<file path="config.mk">
export PLATFORM = sky130hd
export DESIGN_NAME = result_bram_drain_flat
export DESIGN_NICKNAME = d
export VERILOG_FILES = /design/src/rtl/matmul_pkg.sv /design/src/rtl/result_bram_drain_if.sv /design/src/rtl/sync_fifo_fwft.sv /design/src/rtl/result_bram_drain.sv /design/src/flat_wrapper.sv
export SDC_FILE = /design/constraint.sdc
export NUM_CORES = 1
export LEC_CHECK = 0
export ABC_AREA = 1
export BUFFER_PORTS_ARGS = -buffer_cell sky130_fd_sc_hd__buf_2
export CAP_MARGIN = 20
export CORE_AREA = 2 2 161 163
export CTS_CLUSTER_SIZE = 28
export DETAILED_ROUTE_END_ITERATION = 10
export DIE_AREA = 0 0 163 165
export PLACE_DENSITY = 0.62
export SLEW_MARGIN = 5
export SYNTH_ARGS = -nofsm -noshare
export SYNTH_HDL_FRONTEND = slang
export SYNTH_SLANG_ARGS = --single-unit
</file>
<file path="constraint.sdc">
create_clock -name clk -period 12 [get_ports clk]
set_input_delay 1.8 -clock clk [delete_from_list [all_inputs] [get_ports clk]]
set_output_delay 1.8 -clock clk [all_outputs]
set_load 0.05 [all_outputs]
</file>
<file path="src/rtl/matmul_pkg.sv">
// Shared definitions for the matrix-multiply result path: drain FSM states
// and the derived-constant helpers used to size counters and the output FIFO.
package matmul_pkg;

  typedef enum logic [1:0] {
    IDLE,
    ISSUE,
    FLUSH,
    DONE
  } state_t;

  // Bits needed to hold values 0..value-1, never less than one bit.
  function automatic int clog2(input int value);
    int w;
    w = 1;
    while ((1 << w) < value) w++;
    return w;
  endfunction

  function automatic int max_flag(input int rows, input int cols);
    return rows * cols;
  endfunction

  function automatic int fifo_depth(input int bram_latency);
    return bram_latency + 2;
  endfunction

endpackage

</file>
<file path="src/rtl/result_bram_drain_if.sv">
// BRAM read port plus the outgoing valid/ready/last block-word stream.
// The master side is the drain engine; the slave side is BRAM plus consumer.
interface result_bram_drain_if #(
  parameter int WIDTH      = 16,
  parameter int CHUNK_SIZE = 4,
  parameter int ADDR_WIDTH = 12
);
  logic                          bram_en;
  logic [ADDR_WIDTH-1:0]         bram_addr;
  logic [WIDTH*CHUNK_SIZE-1:0]   bram_dout;
  logic [WIDTH*CHUNK_SIZE-1:0]   m_data;
  logic                          m_valid;
  logic                          m_ready;
  logic                          m_last;

  modport master (
    output bram_en, bram_addr, m_data, m_valid, m_last,
    input  bram_dout, m_ready
  );

  modport slave (
    input  bram_en, bram_addr, m_data, m_valid, m_last,
    output bram_dout, m_ready
  );
endinterface

</file>
<file path="src/rtl/sync_fifo_fwft.sv">
// Registered first-word-fall-through FIFO with occupancy count. The head word
// comes straight from storage, so pop has no combinational path to pop_data.
module sync_fifo_fwft
  import matmul_pkg::*;
#(
  parameter int WIDTH = 64,
  parameter int DEPTH = 4,
  localparam int CW   = clog2(DEPTH + 1),
  localparam int PW   = clog2(DEPTH)
) (
  input  logic             clk,
  input  logic             rst,
  input  logic             push,
  input  logic [WIDTH-1:0] push_data,
  input  logic             pop,
  output logic [WIDTH-1:0] pop_data,
  output logic             empty,
  output logic [CW-1:0]    count
);

  logic [WIDTH-1:0] mem [DEPTH];
  logic [PW-1:0]    rd_ptr;
  logic [PW-1:0]    wr_ptr;
  logic             do_push;
  logic             do_pop;

  function automatic logic [PW-1:0] next_ptr(input logic [PW-1:0] p);
    return (p == PW'(DEPTH - 1)) ? '0 : p + 1'b1;
  endfunction

  assign empty    = (count == '0);
  assign do_pop   = pop && !empty;
  assign do_push  = push && ((count != CW'(DEPTH)) || do_pop);
  assign pop_data = empty ? '0 : mem[rd_ptr];

  always_ff @(posedge clk) begin
    if (rst) begin
      rd_ptr <= '0;
      wr_ptr <= '0;
      count  <= '0;
    end else begin
      if (do_push) wr_ptr <= next_ptr(wr_ptr);
      if (do_pop)  rd_ptr <= next_ptr(rd_ptr);
      count <= count + CW'(do_push) - CW'(do_pop);
    end
  end

  // NOTE: storage is deliberately not reset; clearing the pointers and count
  // empties the FIFO, and resetting a memory array blocks RAM inference.
  always_ff @(posedge clk) begin
    if (do_push) mem[wr_ptr] <= push_data;
  end

  a_no_overflow: assert property (@(posedge clk) disable iff (rst) !(push && !do_push))
    else $error("sync_fifo_fwft: push into full FIFO");

endmodule

</file>
<file path="src/rtl/result_bram_drain.sv">
// Drains the result BRAM one block word per address onto a valid/ready stream,
// using credit-based read issue so the output FIFO never overflows.
// Build option DRAIN_COL_MAJOR_EN selects column-major block traversal.
module result_bram_drain
  import matmul_pkg::*;
#(
  parameter int WIDTH          = 16,
  parameter int CHUNK_SIZE     = 4,
  parameter int BLOCK_SIZE     = 2,
  parameter int ROW_SIZE_MAT_C = 4,
  parameter int COL_SIZE_MAT_C = 3,
  parameter int ADDR_WIDTH     = 12,
  parameter int BRAM_LATENCY   = 2
) (
  input  logic                    clk,
  input  logic                    rst,
  input  logic                    start,
  result_bram_drain_if.master     bus,
  output logic                    busy,
  output logic                    done
);

  localparam int MAX_FLAG   = max_flag(ROW_SIZE_MAT_C, COL_SIZE_MAT_C);
  localparam int FIFO_DEPTH = fifo_depth(BRAM_LATENCY);
  localparam int DW         = WIDTH * CHUNK_SIZE;
  localparam int IW         = clog2(MAX_FLAG);
  localparam int CW         = clog2(FIFO_DEPTH + 1);

  if (CHUNK_SIZE != BLOCK_SIZE * BLOCK_SIZE) begin : g_bad_chunk
    $error("result_bram_drain: CHUNK_SIZE must equal BLOCK_SIZE*BLOCK_SIZE");
  end
  if (BRAM_LATENCY < 1 || BRAM_LATENCY > 4) begin : g_bad_latency
    $error("result_bram_drain: BRAM_LATENCY must be 1..4");
  end

  state_t                  state;
  state_t                  state_nxt;
  logic                    issue;
  logic                    pop;
  logic                    credit_ok;
  logic                    fifo_empty;
  logic [CW-1:0]           fifo_count;
  logic [DW-1:0]           fifo_head;
  logic [BRAM_LATENCY-1:0] inflight;
  logic [IW-1:0]           issue_cnt;
  logic [IW-1:0]           beat_cnt;
  logic [IW-1:0]           addr_k;

  assign pop = !fifo_empty && bus.m_ready;

  // A slot freed by this cycle's pop may be reused by this cycle's read.
  assign credit_ok = ($countones(inflight) + int'(fifo_count)) < (FIFO_DEPTH + int'(pop));

  always_ff @(posedge clk) begin
    if (rst) state <= IDLE;
    else     state <= state_nxt;
  end

  // NOTE: every output of this block is given a default first, so no path
  // through the case statement can leave a value held and infer a latch.
  always_comb begin
    state_nxt = state;
    issue     = 1'b0;
    case (state)
      IDLE:  if (start) state_nxt = ISSUE;
      ISSUE: begin
        issue = credit_ok;
        if (issue && issue_cnt == IW'(MAX_FLAG - 1)) state_nxt = FLUSH;
      end
      FLUSH: if (pop && bus.m_last) state_nxt = DONE;
      DONE:  state_nxt = IDLE;
      default: state_nxt = IDLE;
    endcase
  end

  // NOTE: sequential state uses non-blocking assignments so every register
  // samples pre-edge values, independent of statement order.
  always_ff @(posedge clk) begin
    if (rst) begin
      inflight  <= '0;
      issue_cnt <= '0;
      beat_cnt  <= '0;
    end else begin
      inflight <= (inflight << 1) | BRAM_LATENCY'(issue);
      if (state == IDLE && start) begin
        issue_cnt <= '0;
        beat_cnt  <= '0;
      end else begin
        if (issue) issue_cnt <= issue_cnt + 1'b1;
        if (pop)   beat_cnt  <= beat_cnt + 1'b1;
      end
    end
  end

`ifdef DRAIN_COL_MAJOR_EN
  localparam int RW  = clog2(ROW_SIZE_MAT_C);
  localparam int CLW = clog2(COL_SIZE_MAT_C + 1);

  logic [RW-1:0]  r_cnt;
  logic [CLW-1:0] c_cnt;

  // Row index moves fastest; the column steps when the row wraps.
  always_ff @(posedge clk) begin
    if (rst || (state == IDLE && start)) begin
      r_cnt <= '0;
      c_cnt <= '0;
    end else if (issue) begin
      if (r_cnt == RW'(ROW_SIZE_MAT_C - 1)) begin
        r_cnt <= '0;
        c_cnt <= c_cnt + 1'b1;
      end else begin
        r_cnt <= r_cnt + 1'b1;
      end
    end
  end

  assign addr_k = IW'(int'(r_cnt) * COL_SIZE_MAT_C + int'(c_cnt));
`else
  assign addr_k = issue_cnt;
`endif

  sync_fifo_fwft #(
    .WIDTH (DW),
    .DEPTH (FIFO_DEPTH)
  ) u_fifo (
    .clk       (clk),
    .rst       (rst),
    .push      (inflight[BRAM_LATENCY-1]),
    .push_data (bus.bram_dout),
    .pop       (pop),
    .pop_data  (fifo_head),
    .empty     (fifo_empty),
    .count     (fifo_count)
  );

  assign bus.bram_en   = issue;
  assign bus.bram_addr = issue ? ADDR_WIDTH'(addr_k) : '0;
  assign bus.m_valid   = !fifo_empty;
  assign bus.m_data    = fifo_head;
  assign bus.m_last    = !fifo_empty && (beat_cnt == IW'(MAX_FLAG - 1));
  assign busy          = (state == ISSUE) || (state == FLUSH);
  assign done          = (state == DONE);

endmodule

</file>
<file path="src/flat_wrapper.sv">
// flat-port wrapper written by rule: the top's interface ports become plain ports
module result_bram_drain_flat import matmul_pkg::*;
#(
  parameter int WIDTH          = 16,
  parameter int CHUNK_SIZE     = 4,
  parameter int BLOCK_SIZE     = 2,
  parameter int ROW_SIZE_MAT_C = 4,
  parameter int COL_SIZE_MAT_C = 3,
  parameter int ADDR_WIDTH     = 12,
  parameter int BRAM_LATENCY   = 2
)
  (clk, rst, start, busy, done, bus_bram_en, bus_bram_addr, bus_m_data, bus_m_valid, bus_m_last, bus_bram_dout, bus_m_ready);
  result_bram_drain_if #(.WIDTH(WIDTH), .CHUNK_SIZE(CHUNK_SIZE), .ADDR_WIDTH(ADDR_WIDTH)) bus_i ();
  input  logic clk;
  input  logic rst;
  input  logic start;
  output logic busy;
  output logic done;
  output wire logic [$bits(bus_i.bram_en)-1:0] bus_bram_en;
  output wire logic [$bits(bus_i.bram_addr)-1:0] bus_bram_addr;
  output wire logic [$bits(bus_i.m_data)-1:0] bus_m_data;
  output wire logic [$bits(bus_i.m_valid)-1:0] bus_m_valid;
  output wire logic [$bits(bus_i.m_last)-1:0] bus_m_last;
  input wire logic [$bits(bus_i.bram_dout)-1:0] bus_bram_dout;
  input wire logic [$bits(bus_i.m_ready)-1:0] bus_m_ready;
  assign bus_bram_en = bus_i.bram_en;
  assign bus_bram_addr = bus_i.bram_addr;
  assign bus_m_data = bus_i.m_data;
  assign bus_m_valid = bus_i.m_valid;
  assign bus_m_last = bus_i.m_last;
  assign bus_i.bram_dout = bus_bram_dout;
  assign bus_i.m_ready = bus_m_ready;
  result_bram_drain #(.WIDTH(WIDTH), .CHUNK_SIZE(CHUNK_SIZE), .BLOCK_SIZE(BLOCK_SIZE), .ROW_SIZE_MAT_C(ROW_SIZE_MAT_C), .COL_SIZE_MAT_C(COL_SIZE_MAT_C), .ADDR_WIDTH(ADDR_WIDTH), .BRAM_LATENCY(BRAM_LATENCY)) u_core (.clk(clk), .rst(rst), .start(start), .bus(bus_i), .busy(busy), .done(done));
endmodule
</file>
==> reports/summary.txt <==
YOSYS
--------------------------------------------------------------------------------
Top FF cell, synth                                                      edfxtp_1
Average instance area after synthesis                                   12.2 um2
Cells after synthesis                                                        913
Synthesis-stage register bit count                                           277
FFs w/ async S/R, synth                                                       0%
Sequential share of the synthesized area                                   72.9%
Post-synthesis instance area                                          0.0111 mm2
Number of warnings printed during yosys synthesis                              0
Number of enable flip-flop cells after synthesis                             256
Synth cell types                                                              30

SETUP PATH
--------------------------------------------------------------------------------
Required time of the critical path                                      10200 ps
Crit path launch type                                                  flip-flop
Buffers plus inverters on the worst setup path                                 3
Stage delay of the slowest cell on the critical path                      790 ps
Setup crit end kind                                                  output port
Slowest cell on crit path                                                dfxtp_4
Critical path arrival                                                    3090 ps
Crit path max fanout                                                         102
Critical Path, Cell by Cell                                         clkinv_2, buf_4, o21ai_0, a21oi_1, buf_2
Cell class contributing the biggest share of worst-path delay       buffers and inverters
Critical path type                                                  flip-flop to output port

TIMING
--------------------------------------------------------------------------------
Final clock period utilization by the worst path                           40.8%
Tightest slew margin relative to the limit                                 31.6%
RSZ-0062 raised after global routing                                       false
Slew at the pin with the worst max-slew slack                            1030 ps
Highest attainable clock frequency                                       204 MHz
Max-slew violations                                                            0
Count of final hold-check violations                                           0
Setup TNS after final layout                                                0 ps
Final setup violation count                                                    0
Time the final worst path needs with I/O delays and setup                4890 ps
Clk_skew                                                                 5.12 ps

ROUTE
--------------------------------------------------------------------------------
DRC violations left                                                            0
Initial DRC Count                                                            460
Residual antenna-violating net count after detailed routing                    0
Routed wire per std cell                                                 16.6 um
DR pass1 iterations                                                            4
Post-detailed-routing wire length                                       23200 um
Detailed-route via count                                                    7053
Via density per instance                                                    5.05

PWR
--------------------------------------------------------------------------------
Switching part of the total power                                          42.2%
Combinational group share of total power                                   38.3%
Power per Cell Area                                                   246 mW/mm2
Maximum ir drop on the vdd rail                                         0.141 mV
Net Sw Power                                                             1.34 mW
Register share of total power                                              35.7%
Clock share of power                                                       26.0%
Leakage                                                                  4.73 nW
Internal power summed over all cells                                     1.84 mW

CELLS AND AREA
--------------------------------------------------------------------------------
Number of nets in the finished design                                       1129
Commonest non-fill, non-tap cell in the layout                            nor2_1
Layout overhead on the synthesized area                                    16.5%
Commonest cells after routing, fill and taps aside                  279 x nor2_1, 256 x edfxtp_1, 140 x buf_2
Final core area utilization                                                51.7%
Fraction of final layout cells with drive strength greater than 1          19.5%

FLOORPLAN
--------------------------------------------------------------------------------
Die Wd                                                                    163 um
Placeable Area                                                        0.0250 mm2
Die footprint                                                         0.0269 mm2
Starting Density                                                           44.4%
Cell row count                                                                58
Number of top-level pins                                                     149
Height of the die                                                         165 um

GRT
--------------------------------------------------------------------------------
Largest net degree at the start of global routing                            103
Wire length of the first global-routing pass                            34700 um
Antenna violations before repair                                               2
Global-route usage over all layers                                         16.8%
Via count of the first global-routing pass                                  6573
Total global routing overflow                                                  0

PLACE
--------------------------------------------------------------------------------
Routability congestion estimate                                            0.769
Port-buffer cells                                                            140
Half-perimeter wire length after placement                              11800 um

CTS
--------------------------------------------------------------------------------
Largest buffer count on any clock path                                         3
Cell at the root of the clock tree                                     clkbuf_16
Clk Latency, worst-skew pair                                              530 ps
Clock sink count                                                             277
Number of buffers created by CTS                                              29
Clock transition at the registers of the reported paths                    60 ps
Number of hold buffers added after CTS                                         0
TritonCTS clock tree                                                        done
# Post-CTS Setup Buffers                                                       0
Number of resized instances in the post-cts repair step                        0
H-tree depth                                                                   1

OUTCOME
--------------------------------------------------------------------------------
Result of the run                                                   finished, final reports clean

JOB
--------------------------------------------------------------------------------
Max-Cap Viols                                                                  0

MIN PATH
--------------------------------------------------------------------------------
Worst hold-check path type                                          flip-flop to flip-flop

[synth_stat cells, types with 2 or more instances]
cell | count | area share, %
buf_2 | 17 | 0.77
fa_1 | 2 | 0.36
dfxtp_1 | 21 | 3.8
nand3_2 | 2 | 0.18
o21ai_1 | 4 | 0.18
a21oi_1 | 75 | 3.4
ha_1 | 16 | 1.8
edfxtp_1 | 256 | 69
nand3_1 | 6 | 0.27
buf_4 | 15 | 1.0
inv_1 | 24 | 0.81
nand2_2 | 3 | 0.17
inv_2 | 5 | 0.17
buf_1 | 7 | 0.24
o21ai_2 | 2 | 0.16
xor2_1 | 5 | 0.39
o21ai_0 | 133 | 6.0
clkbuf_1 | 17 | 0.57
nand2_1 | 9 | 0.30
a21oi_2 | 2 | 0.16
nor2_1 | 283 | 9.6
[sequential cells by signal, summed over array words and instances (netlist names), named ones only]
| name | count |
|---|---|
| u_core.u_fifo.wr_ptr | 2 |
| u_core.u_fifo.rd_ptr | 2 |
| u_core.u_fifo.count | 3 |
| u_core.u_fifo.mem | 256 |
| u_core.beat_cnt | 4 |
| u_core.addr_k | 4 |
| u_core.state | 2 |
| u_core.inflight | 2 |
[per-stage QoR]
step / hold WS (ps) / setup WS [ps] / total power, mW / instance area (um2) / instances
after floorplan: 407 / 6910 / 2.10 / 11100 / 920
after global placement: 414 / 7430 / 2.38 / 12100 / 1342
after detailed placement: 419 / 7410 / 2.39 / 12100 / 1342
after CTS: 426 / 7030 / 3.22 / 12900 / 1395
after global routing: 447 / 6800 / 3.35 / 12900 / 1395
final: 424 / 7110 / 3.18 / 13000 / 1397
[tightest hold or removal path, stage by stage, from the launching register on]
cell and delay (ps):
dfxtp_1 310, inv_1 50, nor2_1 30
[worst paths after layout]
check / startpoint / endpoint / cells after the start / slack (ps)
setup / recovery: flip-flop / bus_m_data[37] / 5 / 7110
hold / removal: u_core.inflight[0] / u_core.inflight[1] / 2 / 420
setup reg to reg: u_core.u_fifo.count[1] / u_core.u_fifo.count[2] / 10 / 9490
hold reg to reg: u_core.inflight[0] / u_core.inflight[1] / 2 / 420
[cell type report]
type | count | area, um2
inverters | 29 | 110
repair buffers | 149 | 768
multi-input cells | 557 | 2660
clock inverters | 19 | 140
fillers | 2196 | 12100
flip-flops and latches | 277 | 8110
clock buffers | 34 | 744
well taps | 330 | 413
diodes | 2 | 5.00
[metal layers]
layer | GRT usage (%) | vias to the layer above | routed length [um] | part of all wire [%]
met5 | 0 | - | 13 | 0.056
met4 | 3.98 | 2 | 455 | 2.0
met3 | 3.31 | 36 | 1290 | 5.6
met2 | 30.5 | 181 | 11700 | 51
met1 | 20.6 | 3381 | 9670 | 42
li1 | - | 3453 | - | -
[power by group through the flow]
stage               Sequential, mW  Clock [mW]  Combinational, mW
CTS                           1.14       0.851               1.24
detailed placement            1.16           0               1.23
global route                  1.14       0.889               1.32
finish                        1.14       0.827               1.22
floorplan                     1.13           0              0.967
global placement              1.16           0               1.22
[logic make-up (layout without fill, tap and decap cells)]
group           count (synthesis)  in the layout  synth area share (%)
other cells                     1             10                0.0337
buf+inv                        86            231                  3.67
simple gates                  308            308                  10.8
fa+ha+maj                      18             18                  2.16
flops                         277            277                  72.9
xor+xnor                        5              5                 0.394
compound gates                218            218                  10.0
(Power assumes the default switching activity.)
